### src/rtl/uart_word_rx_if.sv
// uart_word_rx_if
// Handshake bundle for the UART word reassembler.
//
// Parameters:
//   WORD_WIDTH - width of the assembled word
//   BYTE_WIDTH - width of one incoming byte
//
// Signals:
//   in_data   - byte from the byte receiver
//   in_valid  - in_data is valid
//   in_ready  - reassembler accepts a byte this cycle
//   out_data  - assembled word, byte k at bits [k*BYTE_WIDTH +: BYTE_WIDTH]
//   out_valid - out_data holds a complete word
//   out_ready - consumer accepts the word
//   frame_err - one-cycle pulse when a stalled partial word is dropped
//   csum_err  - one-cycle pulse when the trailing checksum does not match
//
// Modports:
//   master - the surrounding environment (byte source and word consumer)
//   slave  - the reassembler itself
interface uart_word_rx_if #(
  parameter int WORD_WIDTH = 256,
  parameter int BYTE_WIDTH = 8
);

  logic [BYTE_WIDTH-1:0] in_data;
  logic                  in_valid;
  logic                  in_ready;
  logic [WORD_WIDTH-1:0] out_data;
  logic                  out_valid;
  logic                  out_ready;
  logic                  frame_err;
  logic                  csum_err;

  modport master (
    output in_data,
    output in_valid,
    output out_ready,
    input  in_ready,
    input  out_data,
    input  out_valid,
    input  frame_err,
    input  csum_err
  );

  modport slave (
    input  in_data,
    input  in_valid,
    input  out_ready,
    output in_ready,
    output out_data,
    output out_valid,
    output frame_err,
    output csum_err
  );

endinterface

### src/rtl/uart_word_rx.sv
// uart_word_rx
// Reader end of the wide-word UART link. Sits behind the byte receiver and
// rebuilds WORD_WIDTH-bit words from a byte stream sent least-significant
// byte first. Each completed word is offered on a valid/ready output. A word
// that stalls for too long between bytes is dropped so the link can
// resynchronise on the next byte.
//
// Parameters:
//   WORD_WIDTH     - assembled word width, an integer multiple (>= 2) of BYTE_WIDTH
//   BYTE_WIDTH     - width of the incoming byte stream
//   TIMEOUT_CYCLES - maximum idle cycles between bytes of one word (>= 2)
//
// Ports:
//   clk - system clock, rising edge
//   rst - asynchronous, active-high reset
//   bus - uart_word_rx_if.slave: in_data/in_valid/in_ready byte input,
//         out_data/out_valid/out_ready word output, frame_err and csum_err pulses
//
// Optional feature (macro UART_WORD_RX_CHECKSUM_EN):
//   When defined, every word is followed by one checksum byte equal to the
//   XOR of its data bytes. A mismatch drops the word and pulses csum_err.
//   When undefined, no checksum byte is expected and csum_err is tied low.
module uart_word_rx #(
  parameter int WORD_WIDTH     = 256,
  parameter int BYTE_WIDTH     = 8,
  parameter int TIMEOUT_CYCLES = 100000
) (
  input logic          clk,
  input logic          rst,
  uart_word_rx_if.slave bus
);

  localparam int NBYTES = WORD_WIDTH / BYTE_WIDTH;
  localparam int CNTW   = $clog2(NBYTES + 1);
  localparam int TW     = $clog2(TIMEOUT_CYCLES + 1);

  // Index of the byte that ends a frame: the top data lane, or the checksum
  // byte right after it. Lanes below that index are held in the assembly
  // register until the frame completes.
`ifdef UART_WORD_RX_CHECKSUM_EN
  localparam int LAST_IDX = NBYTES;
`else
  localparam int LAST_IDX = NBYTES - 1;
`endif
  localparam int ASM_LANES = LAST_IDX;

  localparam logic [CNTW-1:0] LAST_CNT     = CNTW'(LAST_IDX);
  localparam logic [TW-1:0]   TIMEOUT_LAST = TW'(TIMEOUT_CYCLES - 2);

  // Reject parameter combinations that cannot form a word or a usable timeout.
  generate
    if (((WORD_WIDTH % BYTE_WIDTH) != 0) || (NBYTES < 2)) begin : g_bad_width
      $error("uart_word_rx: WORD_WIDTH must be a multiple of BYTE_WIDTH with at least 2 bytes");
    end
    if (TIMEOUT_CYCLES < 2) begin : g_bad_timeout
      $error("uart_word_rx: TIMEOUT_CYCLES must be at least 2");
    end
  endgenerate

  typedef enum logic [1:0] {
    IDLE,
    COLLECT,
    HOLD
  } state_t;

  state_t state_q;
  state_t state_d;

  logic [CNTW-1:0]                 byte_cnt_q;
  logic [TW-1:0]                   tcnt_q;
  logic [ASM_LANES*BYTE_WIDTH-1:0] asm_q;
  logic [WORD_WIDTH-1:0]           out_data_q;
  logic [WORD_WIDTH-1:0]           completed_word;
  logic                            frame_err_q;

  logic accept;
  logic last_byte;
  logic word_done;
  logic timeout_hit;

  // A byte is taken whenever the source offers one and we are not holding a
  // finished word. last_byte marks the byte that closes the frame.
  assign accept    = bus.in_valid && bus.in_ready;
  assign last_byte = accept && (byte_cnt_q == LAST_CNT);

  // The timeout fires on the idle cycle that would bring the counter to
  // TIMEOUT_CYCLES-1. A byte arriving on that same cycle wins, so the check
  // is qualified by !accept.
  assign timeout_hit = (state_q == COLLECT) && !accept && (tcnt_q == TIMEOUT_LAST);

`ifdef UART_WORD_RX_CHECKSUM_EN
  logic [BYTE_WIDTH-1:0] csum_q;
  logic                  csum_err_q;
  logic                  csum_bad;

  assign csum_bad       = last_byte && (csum_q != bus.in_data);
  assign word_done      = last_byte && !csum_bad;
  assign completed_word = asm_q;

  // Running XOR of the data bytes. The first byte of a frame reloads it so
  // no state leaks from a dropped or completed frame. The checksum byte is
  // folded in as well, which is harmless because the next frame reloads.
  always_ff @(posedge clk or posedge rst) begin
    if (rst) begin
      csum_q     <= '0;
      csum_err_q <= 1'b0;
    end else begin
      csum_err_q <= csum_bad;
      if (accept) begin
        if (state_q == IDLE) begin
          csum_q <= bus.in_data;
        end else begin
          csum_q <= csum_q ^ bus.in_data;
        end
      end
    end
  end

  assign bus.csum_err = csum_err_q;
`else
  assign word_done      = last_byte;
  assign completed_word = {bus.in_data, asm_q};
  assign bus.csum_err   = 1'b0;
`endif

  // State register.
  always_ff @(posedge clk or posedge rst) begin
    if (rst) begin
      state_q <= IDLE;
    end else begin
      state_q <= state_d;
    end
  end

  // Next-state logic. A bad checksum ends the frame like a timeout does,
  // dropping straight back to IDLE without ever presenting the word.
  always_comb begin
    state_d = state_q;
    case (state_q)
      IDLE: begin
        if (accept) begin
          state_d = COLLECT;
        end
      end
      COLLECT: begin
        if (word_done) begin
          state_d = HOLD;
        end else if (last_byte || timeout_hit) begin
          state_d = IDLE;
        end
      end
      HOLD: begin
        if (bus.out_ready) begin
          state_d = IDLE;
        end
      end
      default: begin
        state_d = IDLE;
      end
    endcase
  end

  // Outputs decoded from the registered state only, so out_ready never has
  // a combinational path to in_ready.
  always_comb begin
    bus.in_ready  = (state_q != HOLD);
    bus.out_valid = (state_q == HOLD);
  end

  // Datapath: byte counter, inter-byte timeout counter, lane writes, output
  // word register and the frame error pulse. out_data_q is only loaded by a
  // completed good frame, so it keeps the last word across handshakes,
  // timeouts and checksum failures.
  always_ff @(posedge clk or posedge rst) begin
    if (rst) begin
      byte_cnt_q  <= '0;
      tcnt_q      <= '0;
      asm_q       <= '0;
      out_data_q  <= '0;
      frame_err_q <= 1'b0;
    end else begin
      frame_err_q <= timeout_hit;

      if (accept) begin
        if (last_byte) begin
          byte_cnt_q <= '0;
        end else begin
          byte_cnt_q <= byte_cnt_q + CNTW'(1);
        end
      end else if (timeout_hit) begin
        byte_cnt_q <= '0;
      end

      if ((state_q != COLLECT) || accept || timeout_hit) begin
        tcnt_q <= '0;
      end else begin
        tcnt_q <= tcnt_q + TW'(1);
      end

      for (int k = 0; k < ASM_LANES; k++) begin
        if (accept && (byte_cnt_q == CNTW'(k))) begin
          asm_q[k*BYTE_WIDTH +: BYTE_WIDTH] <= bus.in_data;
        end
      end

      if (word_done) begin
        out_data_q <= completed_word;
      end
    end
  end

  assign bus.out_data  = out_data_q;
  assign bus.frame_err = frame_err_q;

endmodule

### src/flat_wrapper.sv
// flat-port wrapper written by rule: the top's interface ports become plain ports
module uart_word_rx_flat 
#(
  parameter int WORD_WIDTH     = 256,
  parameter int BYTE_WIDTH     = 8,
  parameter int TIMEOUT_CYCLES = 100000
)
  (clk, rst, bus_in_data, bus_in_valid, bus_out_ready, bus_in_ready, bus_out_data, bus_out_valid, bus_frame_err, bus_csum_err);
  uart_word_rx_if #(.WORD_WIDTH(WORD_WIDTH), .BYTE_WIDTH(BYTE_WIDTH)) bus_i ();
  input logic clk;
  input logic rst;
  input wire logic [$bits(bus_i.in_data)-1:0] bus_in_data;
  input wire logic [$bits(bus_i.in_valid)-1:0] bus_in_valid;
  input wire logic [$bits(bus_i.out_ready)-1:0] bus_out_ready;
  output wire logic [$bits(bus_i.in_ready)-1:0] bus_in_ready;
  output wire logic [$bits(bus_i.out_data)-1:0] bus_out_data;
  output wire logic [$bits(bus_i.out_valid)-1:0] bus_out_valid;
  output wire logic [$bits(bus_i.frame_err)-1:0] bus_frame_err;
  output wire logic [$bits(bus_i.csum_err)-1:0] bus_csum_err;
  assign bus_i.in_data = bus_in_data;
  assign bus_i.in_valid = bus_in_valid;
  assign bus_i.out_ready = bus_out_ready;
  assign bus_in_ready = bus_i.in_ready;
  assign bus_out_data = bus_i.out_data;
  assign bus_out_valid = bus_i.out_valid;
  assign bus_frame_err = bus_i.frame_err;
  assign bus_csum_err = bus_i.csum_err;
  uart_word_rx #(.WORD_WIDTH(WORD_WIDTH), .BYTE_WIDTH(BYTE_WIDTH), .TIMEOUT_CYCLES(TIMEOUT_CYCLES)) u_core (.clk(clk), .rst(rst), .bus(bus_i));
endmodule
### config.mk
export PLATFORM = sky130hd
export DESIGN_NAME = uart_word_rx_flat
export DESIGN_NICKNAME = d
export VERILOG_FILES = /design/src/rtl/uart_word_rx_if.sv /design/src/rtl/uart_word_rx.sv /design/src/flat_wrapper.sv
export SDC_FILE = /design/constraint.sdc
export NUM_CORES = 1
export LEC_CHECK = 0
export ABC_CLOCK_PERIOD_IN_PS = 23700
export CORE_MARGIN = 2
export CORE_UTILIZATION = 36
export CTS_CLUSTER_SIZE = 12
export DETAILED_ROUTE_END_ITERATION = 10
export PLACE_DENSITY = 0.65
export SLEW_MARGIN = 10
export SYNTH_ARGS = -nofsm -noshare
export SYNTH_HDL_FRONTEND = slang
export SYNTH_SLANG_ARGS = --single-unit
### constraint.sdc
create_clock -name clk -period 23.7 [get_ports clk]
set_clock_uncertainty 0.1 [all_clocks]
set_input_delay 2.37 -clock clk [delete_from_list [all_inputs] [get_ports clk]]
set_output_delay 2.37 -clock clk [all_outputs]
set_load 0.005 [all_outputs]
==> flow_metrics.tcl, run 1 <==
set metrics [dict create \
    period_share_pct 21.20 \
    synth_top_cell_area_share_pct 64.65 \
    fin_nets 1548 \
    critPathArrivalTime_ns 5.39 \
    antenna_found_initial 1 \
    synth_cells 1266 \
    h-tree-depth 2 \
    vias_per_cell 4.868 \
    yosys_warnings 0 \
    die_w_um 242.7 \
    synth-xor-area-share_pct 0.6831 \
    core_area_um2 56390 \
    yosys-top-cells-area "dfrtp_1, mux2_2, mux2_4, nor2_8, buf_2" \
    status "finished clean" \
    grt_max_degree 173 \
    synthAdderAreaFrac_pct 0.3659 \
    synth_top_family_by_area "multiplexers" \
    syn_avg_cell_area_um2 16.20 \
    layout-drive-gt1-share_pct 40.22 \
    drtIter0Drc 489 \
    place_area_um2 23820 \
    ys_seq_elements 530 \
    holdWs_ns 0.3808 \
    path_max_fanout 73 \
    finalSetupViolCount 0 \
    clock.fmax_mhz 199.0 \
    start_util_pct 36.38 \
    cts.clk_slew.worst_paths_ns 0.06 \
    die_area_um2 58910 \
    dieHeight_um 242.7 \
    vias 11280 \
    fin_crit_ns 5.025 \
    pre_cts_slack_ns 18.05 \
    clk-insertion-delay-late_ns 0.60 \
    synth_simple_gate_area_share_pct 3.525 \
    clock_path_buffers 3 \
    antenna_left 0 \
    ys.flop_type "dfrtp_1" \
    area_growth_pct 24.46 \
    hold_viol 0 \
    place_inst 2229 \
    grt_pass1_wl_mm 74.68 \
    gp_congestion 0.7202 \
    postSynth.asyncResetShare_pct 100.0 \
    grt_setup_unrepaired "no" \
    avgRoutedWirePerCell_um 20.98 \
    power.total_mw 2.380 \
    leakage_nw 12.11 \
    grt_pass1_vias 12030 \
    synth.distinct_cells 51 \
    synth_mux_area_share_pct 28.01 \
    crit_type "in -> reg" \
    nFillCells 5032 \
    yosysSeqAreaShare_pct 64.65 \
    drcViolationCount 0 \
    postSynthNetCount 1284 \
    drt-pass1-iter-count 4 \
    worstPathRequired_ns 24.06 \
    maxCapViolations 0 \
    ios 272 \
    cts_resized 0 \
    worst_pin_slew_ns 1.114 \
    cts-root-buf "clkbuf_16" \
    finalSetupTns_ns 0 \
    final_cells 2316 \
    path_buf_inv 3 \
    grt_usage_pct 16.48 \
    synth_area_um2 20510 \
    power.density_nw_per_um2 93.21 \
    num_rows 87 \
    hpwl_mm 30.29 \
    hold_path.class "reg -> reg" \
    port_buffers 270 \
    slew_viol_final 0 \
    end_kind "flop" \
    postCtsSetupBuffers 0 \
    design_area_um2 25530 \
    path_cells "clkdlybuf4s50_1 -> inv_1 -> nor2_1 -> and2_4 -> buf_4 -> mux2_2" \
    synth_compound_area_share_pct 0.6404 \
    max_slew_margin_pct 25.75 \
    fin_ws_ns 18.68 \
    cts.sinks 530 \
    max-vdd-ir-drop_mv 0.05152 \
    cts_tree "yes" \
    cts_buffers 55 \
    final_core_utilization_pct 45.28 \
    hold_buffers 0 \
    worst_setup_path_start_kind "primary input" \
    slowest_stage "buf_4" \
    synth_edf_count 0 \
    overflow 0 \
    drt-total-wl_mm 48.60 \
    cp_slowest_stage_delay_ns 0.84 \
    yosys.area.top_type "dfrtp_1" \
    cp_top_family "buffers and inverters" \
]
==> worst register-to-register path, stage by stage, from the launching register on <==
cell and delay (ns):
dfrtp_1 0.46, ha_1 0.35, nand3_1 0.21, nor3_1 0.38
and2_4 0.58, buf_4 0.87, mux2_2 0.49
==> cell families (layout without fill, tap and decap cells) <==
kind of cell               Yosys count  after routing
AOI/OAI and AO/OA                   16             16
and+or+nand+nor                    111            111
DFF                                530            530
adders and majority gates            6              6
xor gates and xnor gates            16             16
other                                1              2
muxes                              505            505
buffers and inverters               81            374
==> where the power goes <==
| group | leakage, nW | switching, mW | internal, mW | total [mW] |
|---|---|---|---|---|
| logic | 4.10 | 0.133 | 0.209 | 0.342 |
| clock network | 0.849 | 0.343 | 0.483 | 0.826 |
| registers | 7.16 | 0.107 | 1.10 | 1.21 |
| total | 12.1 | 0.583 | 1.80 | 2.38 |
==> placed cells by master (no fill, tap or decap), types with 2 or more instances in the layout <==
cell type,n
nor2_8,8
nor2_2,11
buf_2,8
or4b_1,2
xor2_1,5
nor3_1,5
ha_1,6
mux2_4,16
and4_1,3
mux2_1,3
nor2b_1,5
inv_6,2
xnor2_1,11
inv_1,9
clkbuf_8,13
nand2_2,3
nand3_1,11
nand2_1,13
or4_1,2
o22ai_1,2
clkbuf_16,55
o21ai_0,4
clkbuf_1,6
nor4_1,6
or3_1,3
clkdlybuf4s50_1,262
mux2_2,485
bufinv_16,2
buf_4,6
clkinv_2,6
nor2_1,23
dfrtp_1,530
nand4_1,8
==> sequential cells by signal (all words and copies together) (netlist names) <==
| signal | flops |
|---|---|
| u_core.tcnt_q | 17 |
| u_core.asm_q | 248 |
| u_core.byte_cnt_q | 6 |
| u_core.state_q | 2 |
| u_core.bus.frame_err | 1 |
| u_core.bus.out_data | 256 |
==> routing by layer <==
metal | vias to the layer above | global-route usage, % | part of all wire, %
met3 | 69 | 3.660 | 4.6
met1 | 6030 | 22.29 | 45
met5 | - | 0 | 0
met2 | 214 | 27.09 | 48
li1 | 4962 | - | -
met4 | 0 | 3.952 | 2.0
==> final cells by class <==
type | instances | area (um2) | area share, %
antenna | 1 | 2.502 | 0.009801
sequential | 530 | 13260 | 51.95
timing repair buffer | 277 | 2728 | 10.68
tap | 756 | 945.9 | 3.705
clock inverter | 12 | 135.1 | 0.5293
clock buffer | 74 | 1578 | 6.180
multi-input combinational | 655 | 6829 | 26.75
inverter | 11 | 51.30 | 0.2009
==> cell usage after synthesis, drive strengths merged, types with 2 or more instances <==
cell and instances:
o22ai 2, buf 49, mux2 504, nand4 8, o21ai 5, nor2 42, ha 6, nor4 6
xor2 5, clkbuf 21, or4b 2, or4 3, nand3 11, inv 11, or3 3, nor2b 5
and4 3, dfrtp 530, nand2 17, xnor2 11, nor3 5, nand2b 2
==> path summary, 6_finish.rpt <==
| check | startpoint | to | slack [ns] | depth (start not counted) |
|---|---|---|---|---|
| max in group asynchronous | rst | u_core.asm_q[247]$_DFFE_PP0P_ | 18.80 | 4 |
| min reg2reg | u_core.asm_q[76]$_DFFE_PP0P_ | u_core.bus.out_data[76]$_DFFE_PP0P_ | 0.38 | 1 |
| max reg2reg | u_core.byte_cnt_q[0]$_DFFE_PP0P_ | u_core.bus.out_data[79]$_DFFE_PP0P_ | 20.12 | 6 |
| min | u_core.asm_q[76]$_DFFE_PP0P_ | u_core.bus.out_data[76]$_DFFE_PP0P_ | 0.38 | 1 |
| min in group asynchronous | rst | u_core.asm_q[29]$_DFFE_PP0P_ | 2.27 | 2 |
| max | bus_in_valid | u_core.bus.out_data[79]$_DFFE_PP0P_ | 18.68 | 6 |
Power figures use the tool's default switching activity.
==> run 2, diff against run 1 <==
--- a/config.mk
+++ b/config.mk
@@ -5,12 +5,12 @@
 export SDC_FILE = /design/constraint.sdc
 export NUM_CORES = 1
 export LEC_CHECK = 0
-export ABC_CLOCK_PERIOD_IN_PS = 23700
+export ABC_CLOCK_PERIOD_IN_PS = 4200
 export CORE_MARGIN = 2
 export CORE_UTILIZATION = 36
 export CTS_CLUSTER_SIZE = 12
 export DETAILED_ROUTE_END_ITERATION = 10
-export PLACE_DENSITY = 0.65
+export PLACE_DENSITY = 0.67
 export SLEW_MARGIN = 10
 export SYNTH_ARGS = -nofsm -noshare
 export SYNTH_HDL_FRONTEND = slang
==> constraint.sdc (replaced) <==
create_clock -name clk -period 4.2 [get_ports clk]
set_clock_uncertainty 0.1 [all_clocks]
set_input_delay 0.42 -clock clk [delete_from_list [all_inputs] [get_ports clk]]
set_output_delay 0.42 -clock clk [all_outputs]
set_load 0.005 [all_outputs]
==> run 2 against run 1 <==
Cell count grew 0.86%. First-iteration DRC count fell by 7.2%. Non-clock buffer count rose by 14. Combinational power grew to 5.8 times the previous value. Cell area grew 1.0%. Wire length is 1.6% higher. Worst hold slack got worse by 0.21 ns. Total power grew to 5.7 times the previous value.
==> flow_metrics.tcl, run 2 (synthesis gave the netlist of run 1 again) <==
set metrics [dict create \
    status "finished clean" \
    r2r_cells 6 \
    use_met1_pct 22.12 \
    die_area_um2 58910 \
    final_cell_mix "dfrtp_1, mux2_2, clkdlybuf4s50_1" \
    final_common_cell "dfrtp_1" \
    hpwl_mm 31.24 \
    antenna_found_initial 2 \
    end_kind "flop" \
    port_buffers 270 \
    drt-total-wl_mm 49.38 \
    ios 272 \
    antenna_left 0 \
    grt_pass1_vias 12220 \
    power.density_nw_per_um2 527.0 \
    timing.rr.end "u_core.bus.out_data[99]$_DFFE_PP0P_" \
    rrSetupSlack_ns 1.23 \
    pre_cts_slack_ns 0.9605 \
    hold_viol 0 \
    critPathArrivalTime_ns 3.35 \
    layout-drive-gt1-share_pct 40.53 \
    cp_num_cells 6 \
    finalSetupViolCount 0 \
    cts.sinks 530 \
    cp_slowest_stage_delay_ns 0.48 \
    path_max_fanout 74 \
    crit_type "reg -> reg" \
    avgRoutedWirePerCell_um 21.14 \
    fin_crit_ns 2.971 \
    critical_path.endpoint "u_core.bus.out_data[99]$_DFFE_PP0P_" \
    slew_viol_final 0 \
    hold_path.class "in -> async" \
    grtUsageMet3_pct 3.936 \
    fin_ws_ns 1.229 \
    grt_usage_pct 16.93 \
    cts_buffers 55 \
    crit_start "u_core.byte_cnt_q[0]$_DFFE_PP0P_" \
    leakage_nw 12.24 \
    vias 11400 \
    start_util_pct 36.38 \
    clock_path_buffers 3 \
    worstPathRequired_ns 4.58 \
    worstReg2RegStart "u_core.byte_cnt_q[0]$_DFFE_PP0P_" \
    core_area_um2 56390 \
    clk-insertion-delay-late_ns 0.61 \
    path_buf_inv 1 \
    cts.clk_slew.worst_paths_ns 0.06 \
    max_slew_margin_pct 22.55 \
    max-vdd-ir-drop_mv 0.3078 \
    cts-root-buf "clkbuf_16" \
    drtIter0Drc 454 \
    period_share_pct 70.73 \
    grt-busiest-layer "met2" \
    met2_usage_pct 28.07 \
    clock.fmax_mhz 336.6 \
    grt_max_degree 114 \
    cts_resized 0 \
    drt-pass1-iter-count 4 \
    drcViolationCount 0 \
    postCtsSetupBuffers 0 \
    hold_buffers 0 \
    final_core_utilization_pct 45.74 \
    grt_pass1_wl_mm 76.63 \
    multi_input_area_um2 6829 \
    maxCapViolations 0 \
    die_w_um 242.7 \
    path_cells "ha_1 -> nand3_1 -> nor3_1 -> and2_4 -> buf_12 -> mux2_2" \
    worst_setup_path_start_kind "flop" \
    cts_tree "yes" \
    area_growth_pct 25.73 \
    num_rows 87 \
    nFillCells 5000 \
    largest_reg_flops 256 \
    overflow 0 \
    h-tree-depth 2 \
    fin_nets 1562 \
    finalSetupTns_ns 0 \
    cp_top_family "simple AND/OR/NAND/NOR gates" \
    vias_per_cell 4.881 \
    worst_pin_slew_ns 1.162 \
    register_area_um2 13260 \
    gp_congestion 0.7668 \
    dieHeight_um 242.7 \
    grt_setup_unrepaired "no" \
    slowest_stage "dfrtp_1" \
]
run 2: cell count changes in the layout (fill, tap and decap cells not counted), sizes merged:
cell	previous run	this run
buf	15	29
inv	14	12
clkbuf	74	82
run 2: per-stage QoR:
step	total power, mW	hold slack, ns	instances	instance area [um2]
detailed placement	8.931	0.3840	2243	24020
finish	13.59	0.1733	2336	25790
global placement	8.801	0.3711	2243	24020
global route	14.28	0.2052	2335	25790
CTS	13.77	0.1640	2335	25790
floorplan	8.148	0.3585	1266	20520
run 2: cell type report:
cell class	count	area share (%)
Antenna cell	1	0.009702
Clock buffer	82	6.316
Clock inverter	10	0.5578
Inverter	11	0.1843
Multi-Input combinational cell	655	26.48
Sequential cell	530	51.42
Tap cell	756	3.667
Timing Repair Buffer	291	11.37
run 2: routing by layer:
layer | share of wire (%) | wire, um | vias to the layer above
met4 | 2.5 | 1246 | 0
met3 | 5.0 | 2488 | 73
li1 | - | - | 5005
met5 | 0 | 0 | -
met2 | 49 | 24100 | 225
met1 | 44 | 21540 | 6100
run 2: worst min-delay path by stage:
stage	start	to	cells after the start
3_5_place_dp	u_core.asm_q[125]$_DFFE_PP0P_	u_core.asm_q[125]$_DFFE_PP0P_	1
4_1_cts	rst	u_core.asm_q[17]$_DFFE_PP0P_	2
5_1_grt	rst	u_core.bus.out_data[40]$_DFFE_PP0P_	2
3_3_place_gp	u_core.asm_q[127]$_DFFE_PP0P_	u_core.asm_q[127]$_DFFE_PP0P_	1
6_report	rst	u_core.bus.out_data[109]$_DFFE_PP0P_	2
2_1_floorplan	u_core.asm_q[125]$_DFFE_PP0P_	u_core.asm_q[125]$_DFFE_PP0P_	1
run 2: where the power goes:
group	internal [mW]	total (mW)	switching [mW]
clock	2.79	4.78	1.99
combinational	1.19	1.97	0.777
sequential	6.24	6.85	0.609
